<file path="config.mk">
export PLATFORM = sky130hd
export DESIGN_NAME = instr_trace_buffer
export DESIGN_NICKNAME = d
export VERILOG_FILES = /design/src/rtl/instr_trace_buffer.sv
export SDC_FILE = /design/constraint.sdc
export NUM_CORES = 1
export LEC_CHECK = 0
export BUFFER_PORTS_ARGS = -buffer_cell sky130_fd_sc_hd__buf_4
export CAP_MARGIN = 20
export CORE_MARGIN = 2
export CORE_UTILIZATION = 40
export CTS_BUF_LIST = sky130_fd_sc_hd__clkbuf_16
export DETAILED_ROUTE_END_ITERATION = 6
export HOLD_SLACK_MARGIN = 0.08
export PLACE_DENSITY_LB_ADDON = 0.25
export REMOVE_ABC_BUFFERS = 1
export SETUP_SLACK_MARGIN = 0.15
export SYNTH_ARGS = -nofsm -noshare
export SYNTH_HDL_FRONTEND = slang
export SYNTH_SLANG_ARGS = --single-unit
</file>
<file path="constraint.sdc">
create_clock -name clk -period 21.6 [get_ports clk]
set_clock_uncertainty 0.15 [all_clocks]
set_input_delay 3.24 -clock clk [delete_from_list [all_inputs] [get_ports clk]]
set_output_delay 3.24 -clock clk [all_outputs]
set_load 0.02 [all_outputs]
</file>
<file path="src/rtl/instr_trace_buffer.sv">
// Instruction trace recorder: snoops retired instructions into a circular buffer,
// freezes on trigger/HALT/post-count, then replays entries oldest-first.
module instr_trace_buffer #(
  parameter int unsigned DEPTH = 16,
  parameter int unsigned PC_W  = 32,
  parameter int unsigned TS_W  = 16
) (
  input  logic                       clk,
  input  logic                       reset,
  input  logic                       in_valid,
  input  logic [PC_W-1:0]            in_pc,
  input  logic [31:0]                in_instr,
  input  logic                       arm,
  input  logic                       clear,
  input  logic [31:0]                trig_mask,
  input  logic [31:0]                trig_value,
  input  logic [$clog2(DEPTH):0]     post_count,
  output logic [1:0]                 state,
  output logic                       triggered,
  output logic                       halt_seen,
  output logic [$clog2(DEPTH):0]     fill,
  output logic                       rd_valid,
  input  logic                       rd_ready,
  output logic [PC_W-1:0]            rd_pc,
  output logic [31:0]                rd_instr,
  output logic [TS_W-1:0]            rd_delta,
  output logic                       rd_last
);

  localparam int unsigned AW = $clog2(DEPTH);
  localparam int unsigned CW = AW + 1;
  localparam int unsigned EW = PC_W + 32 + TS_W;
  localparam logic [7:0]  OP_HALT = 8'h09;

  typedef enum logic [1:0] {
    S_IDLE  = 2'd0,
    S_ARMED = 2'd1,
    S_POST  = 2'd2,
    S_DONE  = 2'd3
  } state_t;

  state_t          state_q, state_d;
  logic [EW-1:0]   mem [DEPTH];
  logic [AW-1:0]   wr_ptr;
  logic [AW-1:0]   rd_ptr;
  logic [CW-1:0]   fill_q;
  logic [CW-1:0]   pc_lat;
  logic [CW-1:0]   pc_clamp;
  logic [CW-1:0]   remaining;
  logic [CW-1:0]   rd_idx;
  logic [TS_W-1:0] dcnt;
  logic            trig_q;
  logic            halt_q;
  logic            capture;
  logic            match;
  logic            is_halt;
  logic            xfer;
  logic [EW-1:0]   rd_word;

  assign capture  = in_valid && (state_q == S_ARMED || state_q == S_POST);
  assign match    = (in_instr & trig_mask) == (trig_value & trig_mask);
  assign is_halt  = in_instr[7:0] == OP_HALT;
  assign pc_clamp = (post_count == '0) ? CW'(1) :
                    (post_count > CW'(DEPTH)) ? CW'(DEPTH) : post_count;

  // Readout walks from the oldest surviving entry; fill==DEPTH starts at wr_ptr.
  assign rd_ptr   = wr_ptr - AW'(fill_q) + AW'(rd_idx);
  assign rd_word  = mem[rd_ptr];
  assign rd_valid = (state_q == S_DONE) && (rd_idx < fill_q);
  assign rd_last  = rd_valid && ((fill_q - rd_idx) == CW'(1));
  assign xfer     = rd_valid && rd_ready;
  assign rd_pc    = rd_valid ? rd_word[EW-1 -: PC_W] : '0;
  assign rd_instr = rd_valid ? rd_word[TS_W +: 32]   : '0;
  assign rd_delta = rd_valid ? rd_word[TS_W-1:0]     : '0;

  assign state     = state_q;
  assign triggered = trig_q;
  assign halt_seen = halt_q;
  assign fill      = fill_q;

  always_ff @(posedge clk) begin
    if (reset) state_q <= S_IDLE;
    else       state_q <= state_d;
  end

  always_comb begin
    state_d = state_q;
    case (state_q)
      S_IDLE:  if (arm) state_d = S_ARMED;
      S_ARMED: if (capture && (match || is_halt))
                 state_d = (pc_lat == CW'(1) || is_halt) ? S_DONE : S_POST;
      S_POST:  if (capture && (is_halt || remaining == CW'(1))) state_d = S_DONE;
      S_DONE:  if (xfer && rd_last) state_d = S_IDLE;
      default: state_d = S_IDLE;
    endcase
    if (clear) state_d = S_IDLE;
  end

  // First entry of a capture always records a zero delta.
  always_ff @(posedge clk) begin
    if (capture) mem[wr_ptr] <= {in_pc, in_instr, (fill_q == '0) ? TS_W'(0) : dcnt};
  end

  always_ff @(posedge clk) begin
    if (reset || clear) begin
      wr_ptr    <= '0;
      fill_q    <= '0;
      rd_idx    <= '0;
      dcnt      <= '0;
      trig_q    <= 1'b0;
      halt_q    <= 1'b0;
      pc_lat    <= CW'(1);
      remaining <= '0;
    end else begin
      case (state_q)
        S_IDLE: if (arm) begin
          wr_ptr <= '0;
          fill_q <= '0;
          rd_idx <= '0;
          dcnt   <= '0;
          trig_q <= 1'b0;
          halt_q <= 1'b0;
          pc_lat <= pc_clamp;
        end
        S_ARMED, S_POST: begin
          if (capture) begin
            wr_ptr <= wr_ptr + AW'(1);
            if (fill_q != CW'(DEPTH)) fill_q <= fill_q + CW'(1);
            dcnt <= TS_W'(1);
            if (is_halt) halt_q <= 1'b1;
            if (state_q == S_ARMED && (match || is_halt)) begin
              trig_q    <= 1'b1;
              remaining <= pc_lat - CW'(1);
            end
            if (state_q == S_POST) remaining <= remaining - CW'(1);
          end else if (dcnt != '1) begin
            dcnt <= dcnt + TS_W'(1);
          end
        end
        S_DONE: if (xfer) begin
          if (rd_last) begin
            fill_q <= '0;
            rd_idx <= '0;
          end else begin
            rd_idx <= rd_idx + CW'(1);
          end
        end
        default: ;
      endcase
    end
  end

endmodule

</file>
## Yosys cells after proc, flatten, opt, wreduce, memory -nomap -nowiden

Memory sizes are Yosys's and may differ from the RTL's.
Cells that the tools add are included.
W data, S select, Z words.

- Flip-flop bits (word level): 44
- Bits in latches: 0
- Bits in writable memories: 1280
- ROM bits: 0
- Input port bits: 139
- Output and inout port bits: 91
- Logic and storage cells: 113
- Memories kept: 1

- Add/sub/neg operators: 9
- Multipliers: 0
- Divide/modulo/power cells: 0
- Order comparisons: 2
- Equality and inequality tests: 21
- Shift-type cells: 0
- Muxes and demuxes: 39
- Bitwise operators: 2
- Reductions and logical operators: 30

Memories:

| memory | words | bits a word | rd ports | clocked after memory_dff | wr ports | RTL line | source |
|---|---|---|---|---|---|---|---|
| mem | 16 | 80 | 1 | 0 | 1 | 43 | `logic [EW-1:0] mem [DEPTH];` |

Operators by type and width:

| kind | number |
|---|---|
| $mux W16 | 5 |
| $and A32 B32 Y32 | 2 |
| $mux W32 | 2 |
| $mux W5 | 11 |
| $eq A32 B32 Y1 | 1 |
| $pmux W16 S2 | 1 |
| $add A16 B1 Y16 const B | 1 |
| $ne A16 B16 Y1 const B | 1 |
| $eq A5 B1 Y1 const B | 3 |
| $pmux W5 S3 | 1 |
| $ne A2 B2 Y1 const B | 7 |
| $reduce_and A3 Y1 | 4 |
| $reduce_and A4 Y1 | 3 |
| $add A5 B1 Y5 const B | 2 |
| $logic_not A5 Y1 | 2 |
| $pmux W5 S2 | 1 |
| $sub A5 B1 Y5 const B | 2 |
| $eq A8 B4 Y1 const B | 1 |
| $logic_and A1 B1 Y1 | 8 |
| $mux W1 | 8 |
| $mux W2 | 4 |
| $mux W4 | 2 |
| $pmux W2 S4 | 1 |
| $pmux W4 S2 | 1 |
| 18 further kinds | 29 |

## Longest topological paths before layout

Gate-level depths: netlist (run 1).

- Word-level depth: 7
- Depth in mapped cells: 12
- Depth with buffers taken out: 11

## Least setup slack after synthesis (run 1)

OpenSTA, ideal clock, no wires.

- Path kind: input to register
- Start point: in in_valid
- End point: mem mem[0][0] (netlist bit), enable pin
- Library setup time: 616 ps
- Arrival: 9118 ps
- Data required time: 20834 ps
- Setup slack: 11716 ps
- Stages on the path: 4
- Path buffers: 1
- Cell sequence: and2_1 clkbuf_1 nand2_1 nor3_1

- Longest elaborated chain between the ends: 3

Ends and longest elaborated chain:

| element | RTL line | source |
|---|---|---|
| start: declaration | 10 | `input logic in_valid,` |
| $logic_and A1 B1 Y1 | 60 | `assign capture = in_valid && (state_q == S_ARMED \|\| state_q == S_POST);` |
| $mux W1 (2 in a row) | 101 | `if (capture) mem[wr_ptr] <= {in_pc, in_instr, (fill_q == '0) ? TS_W'(0) : dcnt};` |
| end: declaration | 43 |  |

Every way passes these cells.

## Final worst setup path (run 1)

- Start point: reg fill_q[0], in the netlist fill[0]
- End point: out rd_delta[0]

- Longest elaborated chain between the ends: 4
- Elaborated cells on any way between the ends: 6
- Classes of those cells: 2 x add/sub; 1 x order compare; 1 x mux; 1 x reduce/logical; 1 x memory

Ends and longest elaborated chain:

| element | RTL line | source |
|---|---|---|
| start: declaration | 46 | `logic [CW-1:0] fill_q;` |
| start signal: assignment | 128 | `if (fill_q != CW'(DEPTH)) fill_q <= fill_q + CW'(1);` |
| $sub A4 B4 Y4 | 67 | `assign rd_ptr = wr_ptr - AW'(fill_q) + AW'(rd_idx);` |
| $add A4 B4 Y4 | 67 |  |
| $mem_v2 Z16 W80 | - |  |
| $mux W16 * | 74 | `assign rd_delta = rd_valid ? rd_word[TS_W-1:0] : '0;` |
| end: declaration | 26 | `output logic [TS_W-1:0] rd_delta,` |

Mark *: on every way between the ends. The rest lies on a longest branch, timed or not.

==> flow_summary.toml, run 1 <==
[floorplanning]
rows = 132
io_pins = 230
die_h_um = 366
dieWidth_um = 366
dieArea_um2 = 134000
core_region_area_um2 = 130000
start_util = 0.404

[timing]
layout_min_cycle_time_ns = 10.39
finalCritPeriodShare = 0.481
fmax_ghz = 0.0962
slew-limit-headroom = 0.159
fin_worst_hold_slack_ns = 0.345
worstMarginPinSlew_ns = 1.26
finalSetupTns_ns = 0
hold_viol = 0
finalSetupViolations = 0
setup_ws_ns = 11.21
rsz0062_at_grt = "false"
slew_viol_final = 0

[setup_path]
cp.arrival_ns = 7.00
r2r.worst_path.cells = 7
startpoint_type = "flop"
cp-end-kind = "primary output"
crit_fanout = 70
path_class = "flop to primary output"
worstPathRequired_ns = 18.21
r2r_slack_ns = 16.96
r2r_end = "mem[8][14]$_DFFE_PP_"
rr_startpoint = "state[1]$_SDFFE_PP0P_"

[route]
wl_per_cell_um = 27.0
vias = 25666
first_pass_iters = 5
ant_nets = 0
viasPerCell = 5.53
drtIter0Drc = 2326
routed_wl_mm = 125
drt_drc_violations_left = 0

[pwr]
power_leakage_uw = 0.0195
power.density_nw_per_um2 = 87.7
ir_worst_vdd_v = 0.0000726

[synthesis]
async_reset_ff_frac = 0
yosysTopAreaCell = "edfxtp_1"
syn_avg_cell_area_um2 = 21.1
synth_cells = 2489
synth_area_um2 = 52400
yosys.area.top_type_share = 0.734
yosys-top-cells-count = "1280 x edfxtp_1, 320 x mux4_2, 161 x a211oi_1, 102 x nor2b_1, 87 x mux2i_1"
synth_top_cells_by_area = "edfxtp_1 73%, mux4_2 14%, a211oi_1 2.3%"
yosys_warnings = 0
synth-edff-count = 1280
post-synth-top-count-cell = "edfxtp_1"
ys_ff_latch = 1324
yosysUniqueCellTypes = 62
synthFlopType = "edfxtp_1"
yosysSeqAreaShare = 0.750

[placed_design]
dp_slack_ns = 11.86
portBuffers = 229
dpl.hpwl_mm = 64.2
gp_congestion = 0.759

[cts]
post_cts_resized = 0
h-tree-depth = 4
numCtsBuffers = 141
cts.sinks = 1324
hold_buffers = 0
clk_latency_ns = 0.76
clock_path_buffers = 3
cts_tree = "built"
cts_root_buf = "clkbuf_16"
cts_setup_buffers = 0
clk_pin_slew_ns = 0.06

[finish]
register_area_um2 = 39300
area_growth_pct = 15.7
nFillCells = 10855
final_layout_size_suffix_gt1_frac = 0.287
finalNetCount = 2951
multi_input_area_um2 = 12400

[hold_path]
hp-start = "rd_idx[4]$_SDFFE_PP0P_"
hold_path_end = "rd_idx[4]$_SDFFE_PP0P_"
hold_class = "flop to flop"
worst_hold_path.num_cells = 2

[global_route]
grt_pass1_wl_mm = 183
grt.overflow.total = 0
antenna_found_initial = 4
grt_usage = 0.187
grt_pass1_vias = 27052
grt_max_degree = 154

[run_status]
status = "completed"

[job]
maxCapViolCount = 0
==> routing by layer <==
layer / track usage / wire length, µm / part of all wire / vias up
met1: 0.255 / 53400 / 0.43 / 13675
met2: 0.308 / 61300 / 0.49 / 844
li1: - / - / - / 10983
met4: 0.0468 / 2320 / 0.019 / 4
met3: 0.0365 / 8120 / 0.065 / 160
met5: 0 / 23 / 0.00018 / -
==> how the worst max path moves through the flow <==
stage | startpoint | endpoint | slack (ns) | depth (start not counted)
final | fill[0]$_SDFFE_PP0P_ | rd_delta[0] | 11.21 | 13
after global placement | fill[0]$_SDFFE_PP0P_ | rd_delta[9] | 11.84 | 12
after CTS | fill[0]$_SDFFE_PP0P_ | rd_delta[9] | 11.02 | 12
after detailed placement | fill[0]$_SDFFE_PP0P_ | rd_delta[9] | 11.86 | 12
after global routing | fill[0]$_SDFFE_PP0P_ | rd_delta[9] | 11.00 | 13
after floorplan | fill[0]$_SDFFE_PP0P_ | rd_delta[0] | 3.38 | 8
==> report_power, final <==
group	total, µW	switching [µW]	internal, µW
clock	2270	982	1280
combinational	241	127	114
sequential	2810	2.10	2810
==> worst max-delay path: stages, from the launching register on <==
cell      delay (ns)
dfxtp_1         0.44
inv_1           0.12
ha_1            0.34
inv_1           0.08
ha_4            0.17
fa_4            1.40
buf_4           0.58
buf_16          0.29
buf_4           0.88
mux4_2          0.37
nor2b_1         0.13
a211oi_1        0.08
a211oi_1        0.94
buf_4           0.29
==> stage by stage <==
stage	utilization	instances	total power, µW	area, µm²
global placement	0.433	4373	3110	56200
finish	0.467	4639	5320	60600
CTS	0.466	4630	5380	60500
global route	0.467	4639	5490	60600
detailed placement	0.433	4374	3110	56200
floorplan	-	2354	3090	51700
==> cell type report <==
type	instances	area share
clock inverter	109	0.0114
tap	1742	0.0359
timing repair buffer	286	0.0372
clock buffer	147	0.0607
inverter	29	0.00180
multi-input combinational	1001	0.205
sequential	1324	0.648
antenna	1	0.0000413
==> logic make-up (layout without fill, tap and decap cells) <==
logic type,after synthesis,in the layout,synth area share
flip-flops,1324,1324,0.750
multiplexers,409,409,0.155
AND/OR/NAND/NOR,258,258,0.0271
AO/OA/AOI/OAI,248,248,0.0347
buffers and inverters,164,571,0.0161
XOR/XNOR,57,57,0.00967
adder cells (fa/ha/maj),29,29,0.00750
other,0,1,0
==> registers in the layout, summed over array words and instances (netlist names) <==
register / cells
rd_idx: 5
remaining: 5
dcnt: 16
halt_seen: 1
mem: 1280
state: 2
wr_ptr: 4
triggered: 1
pc_lat: 5
fill: 5
==> cell usage in the layout (no fill, tap or decap), types with 28 or more instances in the layout <==
cell type	synthesis	routed
clkinv_2	0	28
mux4_2	320	320
dfxtp_1	44	44
clkinv_1	0	32
mux2i_1	87	87
nor2_1	50	38
nand2_1	29	28
a211oi_1	161	161
inv_1	28	60
buf_4	1	277
xor2_1	48	47
edfxtp_1	1280	1280
nor2b_1	102	102
a21oi_1	29	29
clkbuf_16	0	147
(Power assumes the default switching activity.)
==> run 2: changes to the inputs <==
Settings changed: ABC_AREA from default to 1.
Clock period 21.6 ns to 9.8 ns, I/O delays scaled along.
==> run 2 against run 1 <==
- flip-flop and latch count stayed put
- area after synthesis rose by 5.3%
- final area up 4.2%
- cell count is 39% higher
- highest routed layer unchanged
- routed wire length up 11%
- utilization shrank 0.66 points
- via count is 31% higher
- global-route usage is 0.77 points higher
- first-iteration DRC count grew 9.3%
- sequential share of layout area decreased by 2.6 points
==> flow_summary.toml, run 2 <==
[floorplanning]
dieWidth_um = 375
start_util = 0.402
io_pins = 230
core_region_area_um2 = 137000
die_h_um = 375
rows = 136
dieArea_um2 = 141000

[pwr]
ir_worst_vdd_v = 0.000171
power.density_nw_per_um2 = 206
swShare = 0.257
combPwrFrac = 0.121
internal-power_uw = 9650
p_clk_frac = 0.400
p_switching_uw = 3330
power_leakage_uw = 0.0231
finalPower_uw = 13000
p_seq_frac = 0.479

[cts]
clock_path_buffers = 3
post_cts_resized = 0
clk_pin_slew_ns = 0.06
numCtsBuffers = 144
h-tree-depth = 4
cts_root_buf = "clkbuf_16"
hold_buffers = 0
cts.sinks = 1324
cts_setup_buffers = 0
cts_tree = "built"
clk_latency_ns = 0.77

[finish]
finalNetCount = 4694
design_area_um2 = 63200
biggestRegsByFlops = "mem (1280), dcnt (16)"
layout_common_cells = "1280 x edfxtp_1, 600 x nand2_1, 481 x inv_1"
largest_register = "mem"
area_growth_pct = 14.5
final_common_cell = "edfxtp_1"
largest_register_ffs = 1280
final_cells = 6438
final_layout_size_suffix_gt1_frac = 0.111

[setup_path]
cp-end-kind = "primary output"
worst_path_max_delay_cell = "inv_8"
startpoint_type = "flop"
crit_buf_inv = 6
crit_chain = "inv_1 > ha_1 > inv_1 > ha_4 > fa_1 > xnor2_4 > buf_12 > inv_8 > buf_4 > nand3_1 > nand2_1 > o21ai_1 > a31oi_1 > buf_4"
path_class = "flop to primary output"
startpoint = "fill[0]$_SDFFE_PP0P_"
path_delay_family = "buffers and inverters"
crit_fanout = 113
worstPathRequired_ns = 8.18
rr_startpoint = "state[0]$_SDFFE_PP0P_"
cp.arrival_ns = 5.41
critPathMaxStageDelay_ns = 0.75

[synthesis]
yosysSeqAreaShare = 0.713
synth_top_cells_by_area = "edfxtp_1 70%, mux2i_1 5.8%, nand2_1 4.1%"
async_reset_ff_frac = 0
synth_cells = 4338
yosys-top-cells-count = "1280 x edfxtp_1, 600 x nand2_1, 449 x inv_1, 379 x nand3_1, 358 x a21oi_1"
syn_avg_cell_area_um2 = 12.7
yosys_warnings = 0
post-synth-top-count-cell = "edfxtp_1"
yosys.area.top_type_share = 0.697
yosysUniqueCellTypes = 47
synth_area_um2 = 55200
ys_ff_latch = 1324
synthFlopType = "edfxtp_1"
yosysTopAreaCell = "edfxtp_1"
synth-edff-count = 1280

[global_route]
grt.overflow.total = 0
grt_max_degree = 228
grt_usage = 0.194
antenna_found_initial = 3
grt_pass1_wl_mm = 207
grt_pass1_vias = 32198

[timing]
layout_min_cycle_time_ns = 7.03
fin_worst_hold_slack_ns = 0.320
hold_viol = 0
finalSetupViolations = 0
worstMarginPinSlew_ns = 1.13
slew_viol_final = 0
slew-limit-headroom = 0.244
rsz0062_at_grt = "false"
finalCritPeriodShare = 0.717
fmax_ghz = 0.142

[route]
routed_wl_mm = 139
drt_drc_violations_left = 0
drtIter0Drc = 2543
first_pass_iters = 7
ant_nets = 0
vias = 33630
wl_per_cell_um = 21.5
viasPerCell = 5.22

[hold_path]
hold_class = "flop to flop"
hp-start = "dcnt[4]$_SDFFE_PP0P_"

[placed_design]
post_dp_cell_area_um2 = 58600
gp_congestion = 0.752
dpl.hpwl_mm = 70.5
place_inst = 6173
portBuffers = 229

[run_status]
status = "completed"

[job]
maxCapViolCount = 0
run 2: path summary, 6_finish.rpt:
path                           to  slack, ns  cells past startpoint
max                      rd_pc[2]       2.77                     14
min          dcnt[4]$_SDFFE_PP0P_       0.32                      2
max reg2reg  mem[10][0]$_DFFE_PP_       5.20                      8
min reg2reg  dcnt[4]$_SDFFE_PP0P_       0.32                      2
run 2: final cells by class:
| class | instances | area, µm² |
|---|---|---|
| repair buffers | 285 | 2280 |
| well taps | 1794 | 2240 |
| multi-input cells | 2314 | 13000 |
| clock inverters | 116 | 867 |
| flip-flops and latches | 1324 | 39300 |
| fillers | 12254 | 74000 |
| clock buffers | 147 | 3680 |
| inverters | 457 | 1730 |
| diodes | 1 | 2.50 |
run 2: worst register-to-register path, stage by stage (launching register included):
cell	delay [ns]
dfxtp_1	0.43
inv_1	0.12
ha_1	0.53
nand2_1	0.09
inv_1	0.43
nand2_1	0.40
nor2_4	0.61
buf_4	0.70
buf_4	0.73
run 2: power groups by stage:
| stage | Sequential [µW] | Clock [µW] | Combinational [µW] |
|---|---|---|---|
| after detailed placement | 6340 | 0 | 1580 |
| after global routing | 6220 | 5530 | 1750 |
| after floorplan | 6350 | 0 | 1680 |
| after global placement | 6340 | 0 | 1570 |
| final | 6220 | 5190 | 1570 |
| after CTS | 6220 | 5310 | 1590 |
run 2: cells by family (layout without fill, tap and decap cells):
family / count (synthesis) / in the layout / share of synthesized area
and+or+nand+nor: 1080 / 1080 / 0.0838
other: 0 / 1 / 0
DFF: 1324 / 1324 / 0.713
muxes: 321 / 321 / 0.0582
buffers and inverters: 700 / 1005 / 0.0540
xor gates and xnor gates: 16 / 16 / 0.00268
adders and majority gates: 29 / 29 / 0.00712
AOI/OAI and AO/OA: 868 / 868 / 0.0813
run 2: through the flow:
step / util / TNS, ns / worst slack [ns]
floorplan: - / -1006.97 / -12.63
global placement: 0.427 / 0 / 3.37
detailed placement: 0.427 / 0 / 3.31
CTS: 0.460 / 0 / 2.47
global route: 0.461 / 0 / 2.35
finish: 0.461 / 0 / 2.77
run 2: layer usage:
metal / part of all wire / global-route usage
met2: 0.49 / 0.322
met4: 0.020 / 0.0549
met5: 0.00011 / 0
met1: 0.44 / 0.264
met3: 0.055 / 0.0337
